**src/rtl/multi_chg_tx.sv**
```systemverilog
// -----------------------------------------------------------------------------
// multi_chg_tx
//
// Watches NCH channels of WIDTH bits each. When a channel's value changes, the
// new value is latched into that channel's snapshot and the channel is flagged
// pending. Pending channels are serviced round-robin. Each serviced channel is
// sent as one ASCII line on an 8N1 UART: WIDTH/4 lowercase hex digits, most
// significant nibble first, then CR LF.
//
// Build option:
//   MULTI_CHG_TX_TAG_EN  when defined, each line starts with the channel index
//                        as one hex digit followed by ':'.
//
// Parameters:
//   NCH              number of channels (1..16)
//   WIDTH            bits per channel (multiple of 4, 4..64)
//   CLOCKS_PER_BAUD  clocks per UART bit (>= 2)
//
// Ports:
//   i_clk      system clock, rising edge
//   i_reset    asynchronous active-high reset
//   i_data     channel values, channel k at [k*WIDTH +: WIDTH]
//   o_uart_tx  serial output, idle high
//   o_busy     high while a line is being sent
//   o_pending  per-channel change-awaiting-send flags
//
// State table:
//   IDLE      | line idle high, waits for a pending channel
//   LOAD_BYTE | first clock of a start bit, loads the next character
//   SHIFT     | rest of start bit, 8 data bits LSB first, stop bit
// -----------------------------------------------------------------------------
module multi_chg_tx #(
  parameter int NCH             = 4,
  parameter int WIDTH           = 32,
  parameter int CLOCKS_PER_BAUD = 868
) (
  input  logic                 i_clk,
  input  logic                 i_reset,
  input  logic [NCH*WIDTH-1:0] i_data,
  output logic                 o_uart_tx,
  output logic                 o_busy,
  output logic [NCH-1:0]       o_pending
);

  localparam int CW = (NCH > 1) ? $clog2(NCH) : 1;
  localparam int ND = WIDTH / 4;
`ifdef MULTI_CHG_TX_TAG_EN
  localparam int TAG_LEN = 2;
`else
  localparam int TAG_LEN = 0;
`endif
  localparam int NBYTES = TAG_LEN + ND + 2;
  localparam int IW     = $clog2(NBYTES + 1);
  localparam int BW     = $clog2(CLOCKS_PER_BAUD + 1);

  typedef enum logic [1:0] {
    IDLE,
    LOAD_BYTE,
    SHIFT
  } state_t;

  state_t            state_q;
  logic [WIDTH-1:0]  snap_q [NCH];
  logic [CW-1:0]     rr_q;
  logic [WIDTH-1:0]  buf_q;
  logic [IW-1:0]     byte_idx_q;
  logic [BW-1:0]     baud_q;
  logic [3:0]        bit_q;
  logic [8:0]        shreg_q;
`ifdef MULTI_CHG_TX_TAG_EN
  logic [3:0]        ch_q;
`endif

  logic              sel_found;
  logic [CW-1:0]     sel_ch;
  logic              start;
  logic [7:0]        tx_char;

  function automatic logic [7:0] hex_char(input logic [3:0] n);
    if (n < 4'd10) return 8'h30 + {4'h0, n};
    else           return 8'h57 + {4'h0, n};
  endfunction

  // Round-robin search: first pending channel at or after rr_q, wrapping.
  always_comb begin
    int idx;
    idx       = 0;
    sel_found = 1'b0;
    sel_ch    = '0;
    for (int i = 0; i < NCH; i++) begin
      idx = int'(rr_q) + i;
      if (idx >= NCH) idx = idx - NCH;
      if (!sel_found && o_pending[idx]) begin
        sel_found = 1'b1;
        sel_ch    = CW'(idx);
      end
    end
  end

  assign start = (state_q == IDLE) && sel_found;

  // Character for the current byte position of the line being sent.
  always_comb begin
    tx_char = 8'h0A;
    if (int'(byte_idx_q) == TAG_LEN + ND) tx_char = 8'h0D;
    for (int j = 0; j < ND; j++) begin
      if (int'(byte_idx_q) == TAG_LEN + j) tx_char = hex_char(buf_q[(ND-1-j)*4 +: 4]);
    end
`ifdef MULTI_CHG_TX_TAG_EN
    if (byte_idx_q == IW'(0)) tx_char = hex_char(ch_q);
    if (byte_idx_q == IW'(1)) tx_char = 8'h3A;
`endif
  end

  // Snapshots and pending flags. A change on the selection edge wins over the
  // clear, so the newer value still gets its own line later.
  always_ff @(posedge i_clk or posedge i_reset) begin
    if (i_reset) begin
      for (int k = 0; k < NCH; k++) snap_q[k] <= '0;
      o_pending <= '0;
    end else begin
      for (int k = 0; k < NCH; k++) begin
        if (i_data[k*WIDTH +: WIDTH] != snap_q[k]) begin
          snap_q[k]    <= i_data[k*WIDTH +: WIDTH];
          o_pending[k] <= 1'b1;
        end else if (start && (sel_ch == CW'(k))) begin
          o_pending[k] <= 1'b0;
        end
      end
    end
  end

  // Transmit FSM. The start bit begins on the selection edge; LOAD_BYTE is its
  // first clock, so the SHIFT counter only covers the remaining CLOCKS_PER_BAUD-1.
  always_ff @(posedge i_clk or posedge i_reset) begin
    if (i_reset) begin
      state_q    <= IDLE;
      o_uart_tx  <= 1'b1;
      o_busy     <= 1'b0;
      rr_q       <= '0;
      buf_q      <= '0;
      byte_idx_q <= '0;
      baud_q     <= '0;
      bit_q      <= '0;
      shreg_q    <= '1;
`ifdef MULTI_CHG_TX_TAG_EN
      ch_q       <= '0;
`endif
    end else begin
      case (state_q)
        IDLE: begin
          o_uart_tx <= 1'b1;
          if (sel_found) begin
            buf_q      <= snap_q[sel_ch];
`ifdef MULTI_CHG_TX_TAG_EN
            ch_q       <= 4'(sel_ch);
`endif
            rr_q       <= (sel_ch == CW'(NCH-1)) ? '0 : sel_ch + 1'b1;
            byte_idx_q <= '0;
            o_busy     <= 1'b1;
            o_uart_tx  <= 1'b0;
            state_q    <= LOAD_BYTE;
          end
        end
        LOAD_BYTE: begin
          shreg_q <= {1'b1, tx_char};
          baud_q  <= BW'(CLOCKS_PER_BAUD - 2);
          bit_q   <= '0;
          state_q <= SHIFT;
        end
        SHIFT: begin
          if (baud_q != '0) begin
            baud_q <= baud_q - 1'b1;
          end else if (bit_q == 4'd9) begin
            if (int'(byte_idx_q) == NBYTES - 1) begin
              o_uart_tx <= 1'b1;
              o_busy    <= 1'b0;
              state_q   <= IDLE;
            end else begin
              byte_idx_q <= byte_idx_q + 1'b1;
              o_uart_tx  <= 1'b0;
              state_q    <= LOAD_BYTE;
            end
          end else begin
            // shreg_q holds {stop, data}; after 8 shifts bit 0 is the stop bit.
            o_uart_tx <= shreg_q[0];
            shreg_q   <= {1'b1, shreg_q[8:1]};
            bit_q     <= bit_q + 1'b1;
            baud_q    <= BW'(CLOCKS_PER_BAUD - 1);
          end
        end
        default: begin
          o_uart_tx <= 1'b1;
          o_busy    <= 1'b0;
          state_q   <= IDLE;
        end
      endcase
    end
  end

endmodule

```
**config.mk**
```make
export PLATFORM = sky130hd
export DESIGN_NAME = multi_chg_tx
export DESIGN_NICKNAME = d
export VERILOG_FILES = /design/src/rtl/multi_chg_tx.sv
export SDC_FILE = /design/constraint.sdc
export NUM_CORES = 1
export LEC_CHECK = 0
export CAP_MARGIN = 0
export CORE_ASPECT_RATIO = 0.5
export CORE_MARGIN = 2
export CORE_UTILIZATION = 45
export DETAILED_ROUTE_END_ITERATION = 6
export GPL_ROUTABILITY_DRIVEN = 0
export PLACE_DENSITY = 0.69
export SYNTH_ARGS = -nofsm -noshare
export SYNTH_HDL_FRONTEND = slang
export SYNTH_SLANG_ARGS = --single-unit
export TNS_END_PERCENT = 5
```
**constraint.sdc**
```tcl
create_clock -name i_clk -period 8.8 [get_ports i_clk]
set_input_delay 1.76 -clock i_clk [delete_from_list [all_inputs] [get_ports i_clk]]
set_output_delay 1.76 -clock i_clk [all_outputs]
set_load 0.02 [all_outputs]
```
# Word-level counts from Yosys, hierarchy flattened
# Index checks and enable logic that the tools add are counted.
[word_totals]
ff_bits = 197
out_inout_bits = 6
ram_bits = 0
latchBits = 0
word_cells = 199
in_bits = 130
n_memories = 0
mem_bits_ro = 0
[classes]
n_mux = 82
n_mul = 0
shift = 0
div = 0
n_eq_ne = 26
addsub = 27
n_reduce_logical = 28
bitwise = 2
order_cmp = 17
[ops]
columns = ["cell", "count"]
rows = [
  ["32-bit two-way mux", 6],
  ["32-bit by 4-bit less-than comparator with 1-bit output, second input constant", 4],
  ["8-bit two-way mux", 16],
  ["32-bit != test", 4],
  ["7-bit by 4-bit adder with 8-bit output, first input constant", 8],
  ["32-bit binary-select mux with 2-bit select", 1],
  ["6-bit by 4-bit adder with 7-bit output, first input constant", 8],
  ["4-bit less-than comparator, second input constant", 8],
  ["1-bit two-way mux", 29],
  ["4-bit equality test, second input constant", 7],
  ["4-bit two-way mux", 6],
  ["10-bit two-way mux", 2],
  ["10-bit case mux with 2 select lines", 1],
  ["9-bit two-way mux", 2],
  ["9-bit case mux with 2 select lines", 1],
  ["2-bit two-way mux", 8],
  ["4-bit case mux with 2 select lines", 2],
  ["3-bit >= comparator, second input constant", 4],
  ["2-bit != test, second input constant", 6],
  ["2-bit nonzero test", 6],
  ["3-bit by 3-bit subtractor with 4-bit output, second input constant", 3],
  ["5-bit AND reduction", 2],
  ["10-bit nonzero test", 1],
  ["10-bit by 1-bit subtractor with 10-bit output, second input constant", 1],
  ["23 further kinds", 46],
]

# Depth between registers and ports, before layout
# Gate-level depths: netlist (run 1).
[logic_depth]
depth_word = 19
ltp_mapped = 10
depth_no_buf = 8

# Worst setup path before layout (run 1)
# No wires, ideal clock.
[synth_path]
path_type = "input to register"
start = "in i_data[25]"
end = "reg o_pending[0]"
cell_stages = 4
t_arrival_ns = 2.332
setup_slack_ns = 6.328
n_path_buf = 0
setup_ns = 0.140
path_cell_list = "xnor2_1 nand4_1 nor4_1 nand4_1"
[synth_between]
elab_chain_cells = 2
[synth_rtl]
columns = ["item", "line", "source"]
rows = [
  ["start: declaration", "39", "input logic [NCH*WIDTH-1:0] i_data,"],
  ["32-bit != test *", "123", "if (i_data[k*WIDTH +: WIDTH] != snap_q[k]) begin"],
  ["1-bit two-way mux / 2-bit nonzero test (equally long branches)", "-", ""],
  ["end signal: assignment", "120", "o_pending <= '0;"],
  ["end signal: indexed assignment", "125", "o_pending[k] <= 1'b1;"],
  ["end signal: indexed assignment", "127", "o_pending[k] <= 1'b0;"],
  ["end: declaration", "42", "output logic [NCH-1:0] o_pending"],
]
# Mark *: on every way between the ends. The rest lies on a longest branch, timed or not.
# A chain may end at the register's enable or synchronous reset.

# Worst setup path in the final report (run 1)
[layout_path]
start = "reg o_pending[3]"
end = "out o_pending[3]"
# No word-level cell between the ends.

==> reports/qor.yml, run 1 <==
status: "completed"
ys_top_cells_by_count: "dfrtp_1 (187), clkbuf_1 (143), xnor2_1 (107)"
antenna_found_initial: 0
htreeDepth: 4
crit_path_end_kind: "output pin"
min_period_ns: 3.42
p_leak_nw: 4.58
cp_data_required_time_ns: 7.04
fmax_mhz: 292
synth_area_mm2: 0.0101
synth_fp_nets: 1078
relSlewSlack_pct: 16.8
crit_chain: "clkdlybuf4s50_1"
tightest_slew_ns: 1.24
ir_drop_uv: 116
r2r_start: "o_pending[0]"
cp_slowest_cell: "clkdlybuf4s50_1"
synth_enable_flop_cells: 0
drtAntennaViolNets: 0
initial_core_util_pct: 46.2
yosysWarnings: 0
hold_viol: 0
fin_ws_ns: 5.38
crit_family: "buffers and inverters"
synth_ff_type: "dfrtp_1"
die_x_um: 216
clock_path_buffers: 2
r2r_slack_ns: 6.10
fillers: 1826
max_stage_delay_ns: 0.72
ys_ff_latch: 196
fin_tns_setup_ns: 0
dieArea_mm2: 0.0237
tritoncts: "built"
routed-via-count: 6937
num_io_pins: 136
cts.reportedPaths.clkPinSlew_ns: 0.07
cts_resized: 0
clk_latency_ns: 0.45
finClkSkew_ns: 0.0126
numCtsBuffers: 17
grt_pass1_vias: 6874
vias_per_cell: 5.56
yosysTopAreaCell: "dfrtp_1"
nets: 1086
cp_num_buf_inv: 1
cp.depth: 1
endpoint: "o_pending[3]"
clock-root-buffer: "clkbuf_16"
final.period_utilization_pct: 38.9
wl_per_cell_um: 20.6
drc: 0
rows: 38
power_mw: 2.01
rsz0062_at_grt: "no"
clock_sinks: 196
start_kind: "register"
portBuffers: 135
synth.top_cell.area_share_pct: 46.4
synthTopCellsByArea: "dfrtp_1 (46%), xnor2_1 (9.3%), clkbuf_1 (5.3%), mux4_2 (4.9%), xor2_1 (3.0%)"
syn_to_final_growth_pct: 17.9
post_cts_buffers: 0
yosysSeqAreaShare_pct: 48.8
postCtsHoldBufs: 0
finalSetupViolations: 0
timing.final.max_slew_violations: 0
startpoint: "o_pending[3]"
grt_max_degree: 124
min_path_type: "reg2reg"
path_class: "reg2out"
async_flop_share_pct: 100
routed_wl_mm: 25.7
power_density_mw_per_mm2: 169
drive_above_1_share_pct: 10.5
ys_types: 68
synth_area_per_cell_um2: 10.9
overflow: 0
coreArea_mm2: 0.0218
first_pass_iters: 7
ff2ff_path_depth: 6
worstReg2RegEnd: "buf_q[31]"
grtUsageTotal_pct: 22.6
diodes: 0
postSynthCellCount: 929
cp_max_fo: 6
pre_cts_ws_ns: 4.85
drv_cap: 0
initialDrtViolationCount: 621
worstPathArrival_ns: 1.66
yosysMostFrequentCell: "dfrtp_1"
grt_first_pass_wirelength_mm: 39.5
die_h_um: 110
hpwl_mm: 19.5
## per-stage QoR
stage,utilization (%),area (um2),hold WS [ns],instances
6_report,54.4,11900,0.465,1248
5_1_grt,54.4,11900,0.482,1248
4_1_cts,54.4,11900,0.464,1248
3_5_place_dp,51.7,11300,0.452,1218
3_3_place_gp,51.7,11300,0.452,1218
2_1_floorplan,-,10100,0.439,929
## state kept, by name, indices dropped and copies added (netlist names)
name,cells
shreg_q,8
buf_q,32
bit_q,4
o_uart_tx,1
rr_q,2
o_pending,4
byte_idx_q,4
baud_q,10
o_busy,1
state_q,2
snap_q,128
## layer usage
metal	up-vias	share of wire (%)	global-route usage (%)
met5	-	0	0
met4	0	2.0	7.88
met3	41	6.5	5.89
met2	233	46	35.9
met1	3497	45	30.3
li1	3166	-	-
## report_power, final
group | switching (mW) | leakage [nW] | internal [mW]
registers | 0.0376 | 2.27 | 0.942
clock network | 0.356 | 0.289 | 0.458
logic | 0.0951 | 2.02 | 0.118
## placed cells by master (no fill, tap or decap), types with 5 or more instances in the layout
cell	n
nand4_1	31
mux4_2	22
nor4_1	15
nand2b_1	5
dfrtp_1	187
ha_1	19
o21ai_0	49
xor2_1	35
nand3_1	9
inv_1	30
mux2_4	6
a211oi_1	11
xnor2_1	107
nand2_1	44
a31oi_1	7
clkbuf_16	17
nor2b_1	5
clkdlybuf4s50_1	135
nand3b_1	6
a21oi_1	33
mux4_1	10
nor3_1	11
dfstp_2	9
mux2_2	16
nor2_1	38
## cell families (layout without fill, tap and decap cells)
group	after synthesis	count (layout)	synth area share, %
AND/OR/NAND/NOR	191	191	10.1
multiplexers	56	56	10.4
flip-flops	196	196	48.8
AO/OA/AOI/OAI	143	143	8.81
adder cells (fa/ha/maj)	19	19	2.36
XOR/XNOR	142	142	12.3
buffers and inverters	182	201	7.17
## worst min-delay path by stage
stage / end / cells past startpoint / start / slack (ns)
finish: shreg_q[7] / 2 / shreg_q[7] / 0.47
global route: shreg_q[7] / 2 / shreg_q[7] / 0.48
CTS: shreg_q[7] / 2 / shreg_q[7] / 0.46
floorplan: shreg_q[7] / 2 / shreg_q[7] / 0.44
detailed placement: shreg_q[7] / 2 / shreg_q[7] / 0.45
global placement: shreg_q[7] / 2 / shreg_q[7] / 0.45
## layout make-up
type,instances,area [um2],area share (%)
clock buffers,18,439,3.70
clock inverters,12,170,1.43
flip-flops and latches,196,4920,41.4
inverters,32,135,1.14
repair buffers,139,1380,11.6
well taps,300,375,3.16
multi-input cells,551,4460,37.6
Note: power is estimated with default switching activity, not from simulation.
==> run 2: changes to the inputs <==
--- a/config.mk
+++ b/config.mk
@@ -11,7 +11,7 @@
 export CORE_UTILIZATION = 45
 export DETAILED_ROUTE_END_ITERATION = 6
 export GPL_ROUTABILITY_DRIVEN = 0
-export PLACE_DENSITY = 0.69
+export PLACE_DENSITY = 0.72
 export SYNTH_ARGS = -nofsm -noshare
 export SYNTH_HDL_FRONTEND = slang
 export SYNTH_SLANG_ARGS = --single-unit
==> constraint.sdc (replaced) <==
create_clock -name i_clk -period 3.1 [get_ports i_clk]
set_input_delay 0.62 -clock i_clk [delete_from_list [all_inputs] [get_ports i_clk]]
set_output_delay 0.62 -clock i_clk [all_outputs]
set_load 0.02 [all_outputs]
==> reports/qor.yml, run 2 (synthesis results as in run 1) <==
status: "completed"
final_cell_mix: "dfrtp_1 (187), clkdlybuf4s50_1 (135), xnor2_1 (107)"
final.period_utilization_pct: 78.9
htreeDepth: 4
rows: 38
fillers: 1795
drtAntennaViolNets: 0
clock-root-buffer: "clkbuf_16"
die_h_um: 110
routed-via-count: 7010
ir_drop_uv: 456
hold_viol: 0
cts_resized: 0
p_leak_nw: 4.65
clk_latency_ns: 0.45
fmax_mhz: 409
hpwl_mm: 20.6
layout_commonest_cell: "dfrtp_1"
largest_reg_flops: 128
max_stage_delay_ns: 0.43
tightest_slew_ns: 0.683
largest_register: "snap_q"
initial_core_util_pct: 46.2
numCtsBuffers: 17
clock_sinks: 196
tritoncts: "built"
portBuffers: 135
top_regs: "snap_q: 128 flops, buf_q: 32 flops, baud_q: 10 flops"
num_io_pins: 136
drv_cap: 0
coreArea_mm2: 0.0218
placed_area_mm2: 0.0114
antenna_found_initial: 0
postCtsHoldBufs: 0
min_period_ns: 2.45
crit_path_end_kind: "register"
nets: 1096
cp_num_buf_inv: 1
finClkSkew_ns: 0.0126
relSlewSlack_pct: 54.5
drive_above_1_share_pct: 11.5
stdcell_area_mm2: 0.0120
first_pass_iters: 5
syn_to_final_growth_pct: 19.0
grt_first_pass_wirelength_mm: 41.0
path_class: "reg2reg"
fin_tns_setup_ns: 0
die_x_um: 216
crit_family: "simple AND/OR/NAND/NOR gates"
dieArea_mm2: 0.0237
cts.reportedPaths.clkPinSlew_ns: 0.07
initialDrtViolationCount: 542
finalSetupViolations: 0
grt_max_degree: 90
start_kind: "register"
grtUsageTotal_pct: 23.4
post_cts_buffers: 0
min_path_type: "reg2reg"
pre_cts_ws_ns: 0.690
rsz0062_at_grt: "no"
timing.final.max_slew_violations: 0
drc: 0
wl_per_cell_um: 21.0
grt_pass1_vias: 7046
cp_max_fo: 6
overflow: 0
crit_chain: "inv_1 -> ha_1 -> or3b_1 -> or3_1 -> o211a_1 -> o2111a_1 -> o31ai_1"
fin_ws_ns: 0.654
worstPathArrival_ns: 2.80
clock_path_buffers: 2
routed_wl_mm: 26.5
power_density_mw_per_mm2: 478
cp_slowest_cell: "or3b_1"
vias_per_cell: 5.56
diodes: 0
cp_data_required_time_ns: 3.45
run 2: cell count changes in the layout (fill, tap and decap cells not counted), sizes merged:
cell	delta
clkinv	+3
clkinvlp	-1
buf	+10
inv	-2
clkbuf	+2
run 2: through the flow:
stage                     hold slack [ns]  cells  power, mW  utilization, %
after detailed placement            0.452   1228       3.44            52.2
after global routing                0.496   1260       5.95            55.0
after CTS                           0.465   1260       5.78            55.0
final                               0.463   1260       5.74            55.0
after global placement              0.453   1228       3.43            52.2
after floorplan                     0.439    929       3.14               -
run 2: tightest hold or removal path, stage by stage, from the launching register on:
cell	delay (ns)
dfstp_2	0.37
nand2_1	0.05
nand2_1	0.05
run 2: cell type report:
| cell class | count | area, um2 | share of cell area [%] |
|---|---|---|---|
| Clock buffer | 20 | 447 | 3.72 |
| Multi-Input combinational cell | 551 | 4460 | 37.2 |
| Tap cell | 300 | 375 | 3.13 |
| Clock inverter | 12 | 169 | 1.41 |
| Sequential cell | 196 | 4920 | 41.0 |
| Inverter | 32 | 131 | 1.10 |
| Timing Repair Buffer | 149 | 1490 | 12.5 |
run 2: per-layer routing:
layer / vias up / part of all wire, % / track usage (%)
met3: 40 / 6.8 / 6.53
met5: - / 0 / 0
met4: 0 / 1.9 / 7.39
li1: 3197 / - / -
met2: 233 / 47 / 37.5
met1: 3540 / 45 / 31.2
run 2: path summary, 6_finish.rpt:
path | from | to | slack [ns] | cells after the start
hold reg to reg | shreg_q[7] | shreg_q[7] | 0.46 | 2
min in group asynchronous | i_reset | baud_q[8] | 0.69 | 3
max in group asynchronous | i_reset | snap_q[58] | 1.96 | 3
hold / removal | shreg_q[7] | shreg_q[7] | 0.46 | 2
setup / recovery | byte_idx_q[0] | shreg_q[1] | 0.65 | 7
setup reg to reg | byte_idx_q[0] | shreg_q[1] | 0.65 | 7
run 2: power by group:
part | switching, mW | internal [mW] | total, mW
logic | 0.268 | 0.342 | 0.610
registers | 0.115 | 2.67 | 2.79
clock network | 1.03 | 1.31 | 2.34
total | 1.41 | 4.33 | 5.74
==> run 3: changes to the inputs <==
--- a/config.mk
+++ b/config.mk
@@ -11,7 +11,7 @@
 export CORE_UTILIZATION = 45
 export DETAILED_ROUTE_END_ITERATION = 6
 export GPL_ROUTABILITY_DRIVEN = 0
-export PLACE_DENSITY = 0.72
+export PLACE_DENSITY = 0.69
 export SYNTH_ARGS = -nofsm -noshare
 export SYNTH_HDL_FRONTEND = slang
 export SYNTH_SLANG_ARGS = --single-unit
==> constraint.sdc (replaced) <==
create_clock -name i_clk -period 2.35 [get_ports i_clk]
set_input_delay 0.47 -clock i_clk [delete_from_list [all_inputs] [get_ports i_clk]]
set_output_delay 0.47 -clock i_clk [all_outputs]
set_load 0.02 [all_outputs]
==> reports/qor.yml, run 3 (synthesis results as in run 1) <==
clock-root-buffer: "clkbuf_16"
start_kind: "register"
coreArea_mm2: 0.0218
fin_ws_ns: 0.104
cp_max_fo: 14
grt_pass1_vias: 7240
layout_commonest_cell: "dfrtp_1"
timing.hold.ws_ns: 0.473
power_density_mw_per_mm2: 606
crit_chain: "o21ai_2 -> a211oi_4 -> buf_12 -> mux4_1 -> mux2_2"
ir_drop_uv: 472
rows: 38
final_cell_mix: "dfrtp_1 (186), clkdlybuf4s50_1 (135), xnor2_1 (107)"
fmax_mhz: 445
tritoncts: "built"
ff2ff_path_depth: 5
initial_core_util_pct: 46.2
hpwl_mm: 20.7
rsz0062_at_grt: "yes"
initialDrtViolationCount: 600
grt_first_pass_wirelength_mm: 41.4
die_x_um: 216
postCtsHoldBufs: 0
p_seq_share_pct: 49.8
largest_register: "snap_q"
clock_path_buffers: 2
grt_max_degree: 64
overflow: 0
numCtsBuffers: 17
timing.final.max_slew_violations: 0
p_int_mw: 5.41
r2r_start: "o_pending[3]"
final.period_utilization_pct: 95.6
fin_tns_setup_ns: 0
drtAntennaViolNets: 0
syn_to_final_growth_pct: 20.7
placed_area_mm2: 0.0116
portBuffers: 135
tightest_slew_ns: 0.558
finClkSkew_ns: 0.0145
crit_path_end_kind: "register"
routed_wl_mm: 26.5
drive_above_1_share_pct: 14.1
switching_share_pct: 26.7
p_sw_mw: 1.97
clkPwrFrac_pct: 39.2
largest_reg_flops: 128
first_pass_iters: 5
antenna_found_initial: 0
num_io_pins: 136
diodes: 0
hold_viol: 0
endpoint: "buf_q[26]"
startpoint: "o_pending[3]"
min_period_ns: 2.25
drc: 0
vias_per_cell: 5.60
wl_per_cell_um: 20.7
cp_slowest_cell: "mux4_1"
die_h_um: 110
r2r_slack_ns: 0.10
drv_cap: 0
path_class: "reg2reg"
worstPathArrival_ns: 2.58
stdcell_area_mm2: 0.0122
status: "completed"
finalSetupViolations: 0
min_path_type: "reg2reg"
pwr-share-comb_pct: 11.0
p_leak_nw: 4.75
pre_cts_ws_ns: 0.113
routed-via-count: 7177
clk_latency_ns: 0.45
nets: 1118
htreeDepth: 4
dieArea_mm2: 0.0237
top_regs: "snap_q: 128 flops, buf_q: 32 flops, baud_q: 10 flops"
cp_data_required_time_ns: 2.68
clock_sinks: 196
relSlewSlack_pct: 62.6
cts.reportedPaths.clkPinSlew_ns: 0.07
grtUsageTotal_pct: 23.6
worstReg2RegEnd: "buf_q[26]"
max_stage_delay_ns: 0.64
run 3: layer usage:
| layer | routed length (um) | share of wire [%] | global-route usage, % |
|---|---|---|---|
| met3 | 1840 | 6.9 | 5.39 |
| met2 | 12000 | 45 | 36.9 |
| met5 | 0 | 0 | 0 |
| met4 | 444 | 1.7 | 6.26 |
| met1 | 12200 | 46 | 33.5 |
run 3: layout make-up:
type,count,area [um2]
clock inverter,15,159
multi-input combinational,551,4480
clock buffer,17,425
timing repair buffer,171,1680
inverter,32,131
tap,300,375
sequential,196,4920
fill,1836,9650
run 3: worst max-delay path, delay by kind of cell (launching register included):
family / cells / cell delay (ns)
AO/OA/AOI/OAI: 2 / 0.45
buffers and inverters: 1 / 0.22
flip-flops: 1 / 0.51
multiplexers: 2 / 0.93
run 3: worst min path at each step:
stage | startpoint | to | slack [ns] | cells after the start
after floorplan | shreg_q[7] | shreg_q[7] | 0.44 | 2
after global placement | shreg_q[7] | shreg_q[7] | 0.45 | 2
after detailed placement | shreg_q[7] | shreg_q[7] | 0.46 | 2
after CTS | shreg_q[7] | shreg_q[7] | 0.48 | 2
after global routing | i_data[6] | snap_q[102] | 0.49 | 1
final | shreg_q[7] | shreg_q[7] | 0.47 | 2
run 3: power by group through the flow:
stage               clock (mW)  combinational (mW)  sequential, mW
floorplan                    0               0.464            3.68
global placement             0               0.799            3.73
detailed placement           0               0.810            3.73
CTS                       2.93               0.817            3.67
global route              3.09               0.881            3.69
finish                    2.89               0.810            3.67
run 3: stage by stage:
stage          power (mW)  util, %  cells
2_1_floorplan        4.14        -    929
3_3_place_gp         4.53     53.0   1250
3_5_place_dp         4.54     53.0   1250
4_1_cts              7.42     55.7   1282
5_1_grt              7.66     55.8   1282
6_report             7.38     55.8   1282
run 3: repair_timing:
action / in CTS / in global routing
endpoints found under the hold margin: 0 / 0
buffers inserted: 0 / 0
resized for setup: 0 / 5
endpoints found under the setup margin: 0 / 20
